File: config.mk
export PLATFORM = sky130hd
export DESIGN_NAME = sort_arbiter
export DESIGN_NICKNAME = d
export VERILOG_FILES = /design/src/rtl/sort_arbiter.sv
export SDC_FILE = /design/constraint.sdc
export NUM_CORES = 1
export LEC_CHECK = 0
export CORE_MARGIN = 8
export CORE_UTILIZATION = 34
export DETAILED_ROUTE_END_ITERATION = 16
export GPL_ROUTABILITY_DRIVEN = 1
export GPL_TIMING_DRIVEN = 0
export PLACE_DENSITY = 0.56
export SLEW_MARGIN = 20
export SYNTH_ARGS = -nofsm -noshare
export SYNTH_HDL_FRONTEND = slang
export SYNTH_SLANG_ARGS = --single-unit
File: constraint.sdc
create_clock -name clk -period 3.2 [get_ports clk]
set_input_delay 0.64 -clock clk [delete_from_list [all_inputs] [get_ports clk]]
set_output_delay 0.64 -clock clk [all_outputs]
set_load 0.005 [all_outputs]
File: src/rtl/sort_arbiter.sv
// sort_arbiter: round-robin front end that time-shares one 8-entry, 4-bit sorter
// between two frame requesters and returns each sorted frame tagged with its owner.
module sort_arbiter #(
    parameter int FRAME   = 8,
    parameter int W       = 4,
    parameter int TIMEOUT = 255
) (
    input  logic         clk,
    input  logic         rst,
    input  logic         req0,
    input  logic         req1,
    input  logic [W-1:0] din0,
    input  logic [W-1:0] din1,
    output logic         gnt0,
    output logic         gnt1,
    output logic [W-1:0] dout,
    output logic         dout_valid,
    output logic         dout_id,
    output logic         done,
    output logic         err,
    output logic         s_load,
    output logic         s_sort,
    output logic         s_send,
    output logic [W-1:0] s_data_in,
    input  logic         s_ready,
    input  logic         s_busy,
    input  logic         s_waiting,
    input  logic [W-1:0] s_data_out
);
    localparam logic [2:0] IDLE    = 3'd0;
    localparam logic [2:0] LOAD    = 3'd1;
    localparam logic [2:0] SETTLE  = 3'd2;
    localparam logic [2:0] RUN     = 3'd3;
    localparam logic [2:0] COLLECT = 3'd4;
    localparam logic [2:0] FIN     = 3'd5;
    localparam logic [3:0] LAST_IDX = 4'(FRAME - 1);
    localparam logic [7:0] WAIT_MAX = 8'(TIMEOUT);

    logic [2:0]   r_state;
    logic         r_cur;
    logic         r_last;
    logic [3:0]   r_cnt;
    logic [7:0]   r_wait;
    logic [W-1:0] r_dout;
    logic         r_dout_valid;
    logic         r_done;
    logic         w_pick;
    logic         w_start;
    logic         w_load;
    logic         w_timeout;
    logic         w_unused;

    // s_busy carries no information the FSM needs beyond s_ready/s_waiting
    assign w_unused  = s_busy;
    assign w_pick    = (req0 && req1) ? ~r_last : req1;
    assign w_start   = (r_state == IDLE) && s_ready && (req0 || req1);
    assign w_load    = (r_state == LOAD);
    assign w_timeout = (r_wait == WAIT_MAX) &&
                       (((r_state == SETTLE) && !s_ready) || ((r_state == RUN) && !s_waiting));

    assign gnt0       = w_load && !r_cur;
    assign gnt1       = w_load && r_cur;
    assign s_data_in  = w_load ? (r_cur ? din1 : din0) : '0;
    assign s_load     = w_load && (r_cnt == 4'd0);
    assign s_sort     = (r_state == SETTLE) && s_ready;
    assign s_send     = (r_state == RUN) && s_waiting;
    assign err        = w_timeout;
    assign dout       = r_dout;
    assign dout_valid = r_dout_valid;
    assign dout_id    = r_cur;
    assign done       = r_done;

    always_ff @(posedge clk or posedge rst) begin
        if (rst) begin
            r_state      <= IDLE;
            r_cur        <= 1'b0;
            r_last       <= 1'b1;
            r_cnt        <= 4'd0;
            r_wait       <= 8'd0;
            r_dout       <= '0;
            r_dout_valid <= 1'b0;
            r_done       <= 1'b0;
        end else begin
            r_done       <= (r_state == FIN);
            r_dout_valid <= (r_state == COLLECT);
            r_cnt        <= (r_cnt == 4'hF) ? r_cnt : r_cnt + 4'd1;
            r_wait       <= (r_wait == 8'hFF) ? r_wait : r_wait + 8'd1;
            case (r_state)
                IDLE: begin
                    if (w_start) begin
                        r_cur   <= w_pick;
                        r_cnt   <= 4'd0;
                        r_state <= LOAD;
                    end
                end
                LOAD: begin
                    if (r_cnt == LAST_IDX) begin
                        r_wait  <= 8'd0;
                        r_state <= SETTLE;
                    end
                end
                SETTLE: begin
                    if (s_sort) begin
                        r_wait  <= 8'd0;
                        r_state <= RUN;
                    end else if (w_timeout) begin
                        r_state <= IDLE;
                    end
                end
                RUN: begin
                    if (s_send) begin
                        r_cnt   <= 4'd0;
                        r_state <= COLLECT;
                    end else if (w_timeout) begin
                        r_state <= IDLE;
                    end
                end
                COLLECT: begin
                    r_dout <= s_data_out;
                    if (r_cnt == LAST_IDX) r_state <= FIN;
                end
                FIN: begin
                    r_last  <= r_cur;
                    r_state <= IDLE;
                end
                default: r_state <= IDLE;
            endcase
        end
    end
endmodule

== Word-level counts from Yosys, hierarchy flattened ==
Index checks and enable logic that the tools add are counted.

* Equality and inequality tests: 11
* Muxes and demuxes: 18
* $add $sub $neg: 2
* Reduce and logical (&&, ||, !) cells: 20
* Bitwise gates (word level): 1

{| class="wikitable"
|+ Operators with widths
! kind !! number
|-
| 8-bit two-way mux || 3
|-
| 4-bit two-way mux || 5
|-
| 3-bit two-way mux || 6
|-
| 8-bit case mux with 2 select lines || 1
|-
| 3-bit case mux with 5 select lines || 1
|-
| 1-bit logical AND || 11
|-
| 8-bit by 1-bit adder with 8-bit output (second input constant) || 1
|-
| 8-bit == test (second input constant) || 1
|-
| 4-bit case mux with 2 select lines || 1
|-
| 3-bit by 2-bit == test with 1-bit output (second input constant) || 2
|-
| 3-bit == test (second input constant) || 2
|-
| 4-bit by 1-bit adder with 4-bit output (second input constant) || 1
|-
| 4-bit by 3-bit == test with 1-bit output (second input constant) || 1
|-
| 4-bit == test (second input constant) || 1
|-
| 4-bit logical NOT || 1
|-
| 2-bit by 1-bit inequality test with 1-bit output (second input constant) || 2
|-
| 3-bit by 1-bit == test with 1-bit output (second input constant) || 1
|-
| 1-bit logical NOT || 3
|-
| 3-bit logical NOT || 1
|-
| 3-bit AND reduction || 1
|-
| 1-bit logical OR || 2
|-
| 2-bit inequality test (second input constant) || 1
|-
| 2-bit AND reduction || 1
|-
| 1-bit two-way mux || 1
|-
| 1-bit inverter || 1
|}

* Output and inout bits: 17
* Input port bits: 19
* Flip-flop bits (word level): 23
* Logic and storage cells: 60

== Longest topological paths before layout ==
* Word-level depth: 7
* Depth in mapped cells: 6
* Mapped depth without buffers: 5

== Least setup slack after synthesis ==
Ideal clock, no wire load.

* Kind: reg-to-output
* Start: register r_wait[0]
* End: output err
* Arrival time: 1.307 ns
* Setup slack: 1.253 ns
* Buffers on the path: 1
* Required time: 2.560 ns
* Cell stages (with the launch flop): 6
* Cell sequence: dfrtp_1 -> ha_1 -> nand3_1 -> or2_1 -> buf_6 -> nor4b_4

* Longest elaborated chain between the ends: 2

{| class="wikitable"
|+ RTL lines
! what !! line !! text
|-
| from (decl) || 43 || <nowiki>logic [7:0] r_wait;</nowiki>
|-
| from (signal assigned) || 87 || <nowiki>r_wait <= (r_wait == 8'hFF) ? r_wait : r_wait + 8'd1;</nowiki>
|-
| 8-bit == test || 58 || <nowiki>assign w_timeout = (r_wait == WAIT_MAX) &&</nowiki>
|-
| 1-bit logical AND || 58 ||
|-
| to (decl) || 20 || <nowiki>output logic err,</nowiki>
|}

Every way passes these cells.

== Final worst setup path ==
Same ends and word-level chain as after synthesis.

==> flow_summary.json <==
{
  "hold_end": "dout[1]",
  "drtIter0Drc": 53,
  "avgSynthCellArea_um2": 9.233,
  "port_buffers": 34,
  "grt_overflow_total": 0,
  "yosys_warnings": 0,
  "first_pass_iters": 4,
  "cp-end-kind": "output pin",
  "relSlewSlack_pct": 41.52,
  "final_common_cell": "clkdlybuf4s50_1",
  "antenna_found_initial": 0,
  "finClkSkew_ps": 6.777,
  "drv_cap": 0,
  "post_cts_buffers": 0,
  "stdcell_area_um2": 1714,
  "synthCells": 137,
  "clk_latency_ps": 260,
  "status": "complete, no violations",
  "dp.final_hpwl_um": 2398,
  "rr_startpoint": "r_state[0]",
  "root_buffer": "clkbuf_8",
  "clk_pin_slew_worst_paths_ps": 90,
  "hold_start": "dout[1]",
  "path_class": "reg2out",
  "cp_num_buf_inv": 2,
  "cp_max_fo": 5,
  "max_clock_freq_mhz": 347.8,
  "first_global_vias": 1118,
  "placed_area_um2": 1665,
  "critPathTopFamily": "buffers and inverters",
  "grt_pass1_wl_um": 5409,
  "cts_htree_levels": 1,
  "setup_viol": 0,
  "wl_um": 3091,
  "fin_crit_ps": 2875,
  "drc": 0,
  "route.vias.total": 1094,
  "slowest_stage": "clkdlybuf4s50_1",
  "cts_tree": "built",
  "p_per_area_nw_per_um2": 823.7,
  "ir_worst_vdd_v": 0.0003686,
  "hp-class": "reg2reg",
  "holdWs_ps": 484.7,
  "drive_gt1_share_pct": 8.571,
  "min_path_cells": 2,
  "r2r.worst_path.cells": 4,
  "rows": 22,
  "startpoint_type": "register",
  "clock_sinks": 23,
  "syn-num-nets": 159,
  "pin_count": 36,
  "fp.dieH_um": 77.00,
  "gr-usage-met2_pct": 17.25,
  "nets": 198,
  "worstPathRequired_ps": 2560,
  "die_w_um": 77.00,
  "ant_nets": 0,
  "wire_per_inst_um": 13.86,
  "tns_ps": 0,
  "grt_use_met1_pct": 14.24,
  "final_cell_mix": "clkdlybuf4s50_1 (34), dfrtp_1 (22), nor2_1 (21), nand2_1 (20)",
  "ctsResizeCount": 0,
  "numCtsBuffers": 3,
  "syn_area_um2": 1265,
  "synth_cell_types": 41,
  "grt_use_total_pct": 10.77,
  "critical_path_arrival_ps": 2240,
  "dieArea_um2": 5928,
  "rsz0062_at_grt": "false",
  "n_antenna_cell": 0,
  "p_leak_uw": 0.0007734,
  "reg2reg_slack_ps": 1550,
  "busiest_layer": "met2",
  "viasPerCell": 4.906,
  "ys_seq_elements": 23,
  "critPathMaxStageDelay_ps": 530,
  "core-area_um2": 3606,
  "hold_viol": 0,
  "area_delta_synth_final_pct": 35.51,
  "r2r_end": "r_cnt[3]",
  "fin_crit_sh_pct": 89.84,
  "slew_violations": 0,
  "yosysSeqAreaShare_pct": 45.60,
  "ctsHoldBuffers": 0,
  "grt_max_degree": 24,
  "worst_pin_slew_ps": 876.3,
  "start_util_pct": 35.08,
  "fillers": 344,
  "grtUsageMet3_pct": 2.564,
  "clockBufferDepth": 2,
  "gp_congestion": 0.7751,
  "cp_cell_sequence": "ha_1 -> nand3_1 -> or2_1 -> buf_6 -> nor4b_4 -> clkdlybuf4s50_1"
}
## cells in the mapped netlist
cell type  instances  area (um^2)
o221a_2            1        11.26
o21ai_0            5        25.02
nand2b_1           3        18.77
nand3_1            6        30.03
nor2b_1            2        12.51
a21oi_1            4        20.02
mux2_2             1        11.26
nor4b_1            1        8.760
buf_1              1        3.750
nand4_2            1        12.51
nor3_1             3        15.01
dfstp_2            1        26.28
and2_1             2        12.51
a211oi_1           3        22.52
or2_2              1        6.260
mux2i_1            5        50.05
nor2b_4            1        13.76
or2_1              1        6.260
o22ai_1            1        6.260
nor2_1            21        78.83
o21bai_2           1        11.26
a32o_1             1        10.01
inv_1              6        22.52
a21o_1             1        7.510
buf_6              1        11.26
ha_1               3        37.54
buf_2              1        5.000
nor4b_4            1        23.77
nand4_1            1        6.260
xor2_1             1        8.760
a31oi_1            3        18.77
and3_1             2        12.51
dfrtp_1           22        550.5
o2111ai_1          1        8.760
nor3b_1            2        15.01
nand2_1           20        75.07
and3b_1            1        8.760
buf_4              1        7.510
xnor2_1            2        17.52
o211ai_1           1        7.510
nand3b_1           1        7.510
## layout make-up
type | instances | area (um^2) | area share [%]
plain buffers | 4 | 27.53 | 1.606
multi-input cells | 104 | 638.1 | 37.23
clock buffers | 3 | 41.29 | 2.409
well taps | 48 | 60.06 | 3.504
inverters | 6 | 22.52 | 1.314
flip-flops and latches | 23 | 576.8 | 33.65
repair buffers | 34 | 340.3 | 19.85
clock inverters | 1 | 7.507 | 0.4380
## cells by family after synthesis
group | after synthesis | share of synthesized area [%]
buffers and inverters | 10 | 3.956
adders and majority gates | 3 | 2.968
xor gates and xnor gates | 3 | 2.078
AOI/OAI and AO/OA | 22 | 11.77
and+or+nand+nor | 70 | 28.78
muxes | 6 | 4.847
DFF | 23 | 45.60
## where the power goes
part	leakage, uW	switching (uW)	internal, uW
Sequential	0.000287	138	421
Clock	0.0000217	95.1	87.9
Combinational	0.000465	310	359
Total	0.000773	544	868
## worst max path at each step
stage | startpoint | to | slack (ps) | depth (start not counted)
2_1_floorplan | r_wait[0] | err | 1250 | 5
3_3_place_gp | s_ready | s_sort | 410 | 4
3_5_place_dp | s_ready | s_sort | 390 | 4
4_1_cts | r_wait[0] | err | 290 | 6
5_1_grt | r_wait[0] | err | 170 | 6
6_report | r_wait[0] | err | 320 | 6
## layer usage
layer | wire length, um | part of all wire, % | vias to the layer above
met5 | 0 | 0 | -
met4 | 8 | 0.26 | 0
met3 | 170 | 5.5 | 2
met2 | 1474 | 48 | 26
met1 | 1438 | 47 | 516
li1 | - | - | 550
## flip-flops by register name, indices dropped and copies added, names as in the netlist
name	flops
r_last	1
r_state	3
r_cnt	4
done	1
r_wait	8
dout_id	1
dout_valid	1
dout	4
## worst register-to-register path: cells and delay by family (launching register included)
kind               cells  cell delay [ps]
DFF                    1              470
and+or+nand+nor        1              300
AOI/OAI and AO/OA      3              740
## per-stage QoR
step | setup slack [ps] | utilization [%] | power (uW) | cells
after global placement | 409.3 | 46.18 | 1209 | 219
final | 325.0 | 47.54 | 1412 | 223
after detailed placement | 389.8 | 46.18 | 1240 | 219
after floorplan | 1253 | - | 944.2 | 137
after global routing | 167.7 | 47.54 | 1544 | 223
after CTS | 291.3 | 47.54 | 1431 | 223
Note: power is estimated with default switching activity, not from simulation.
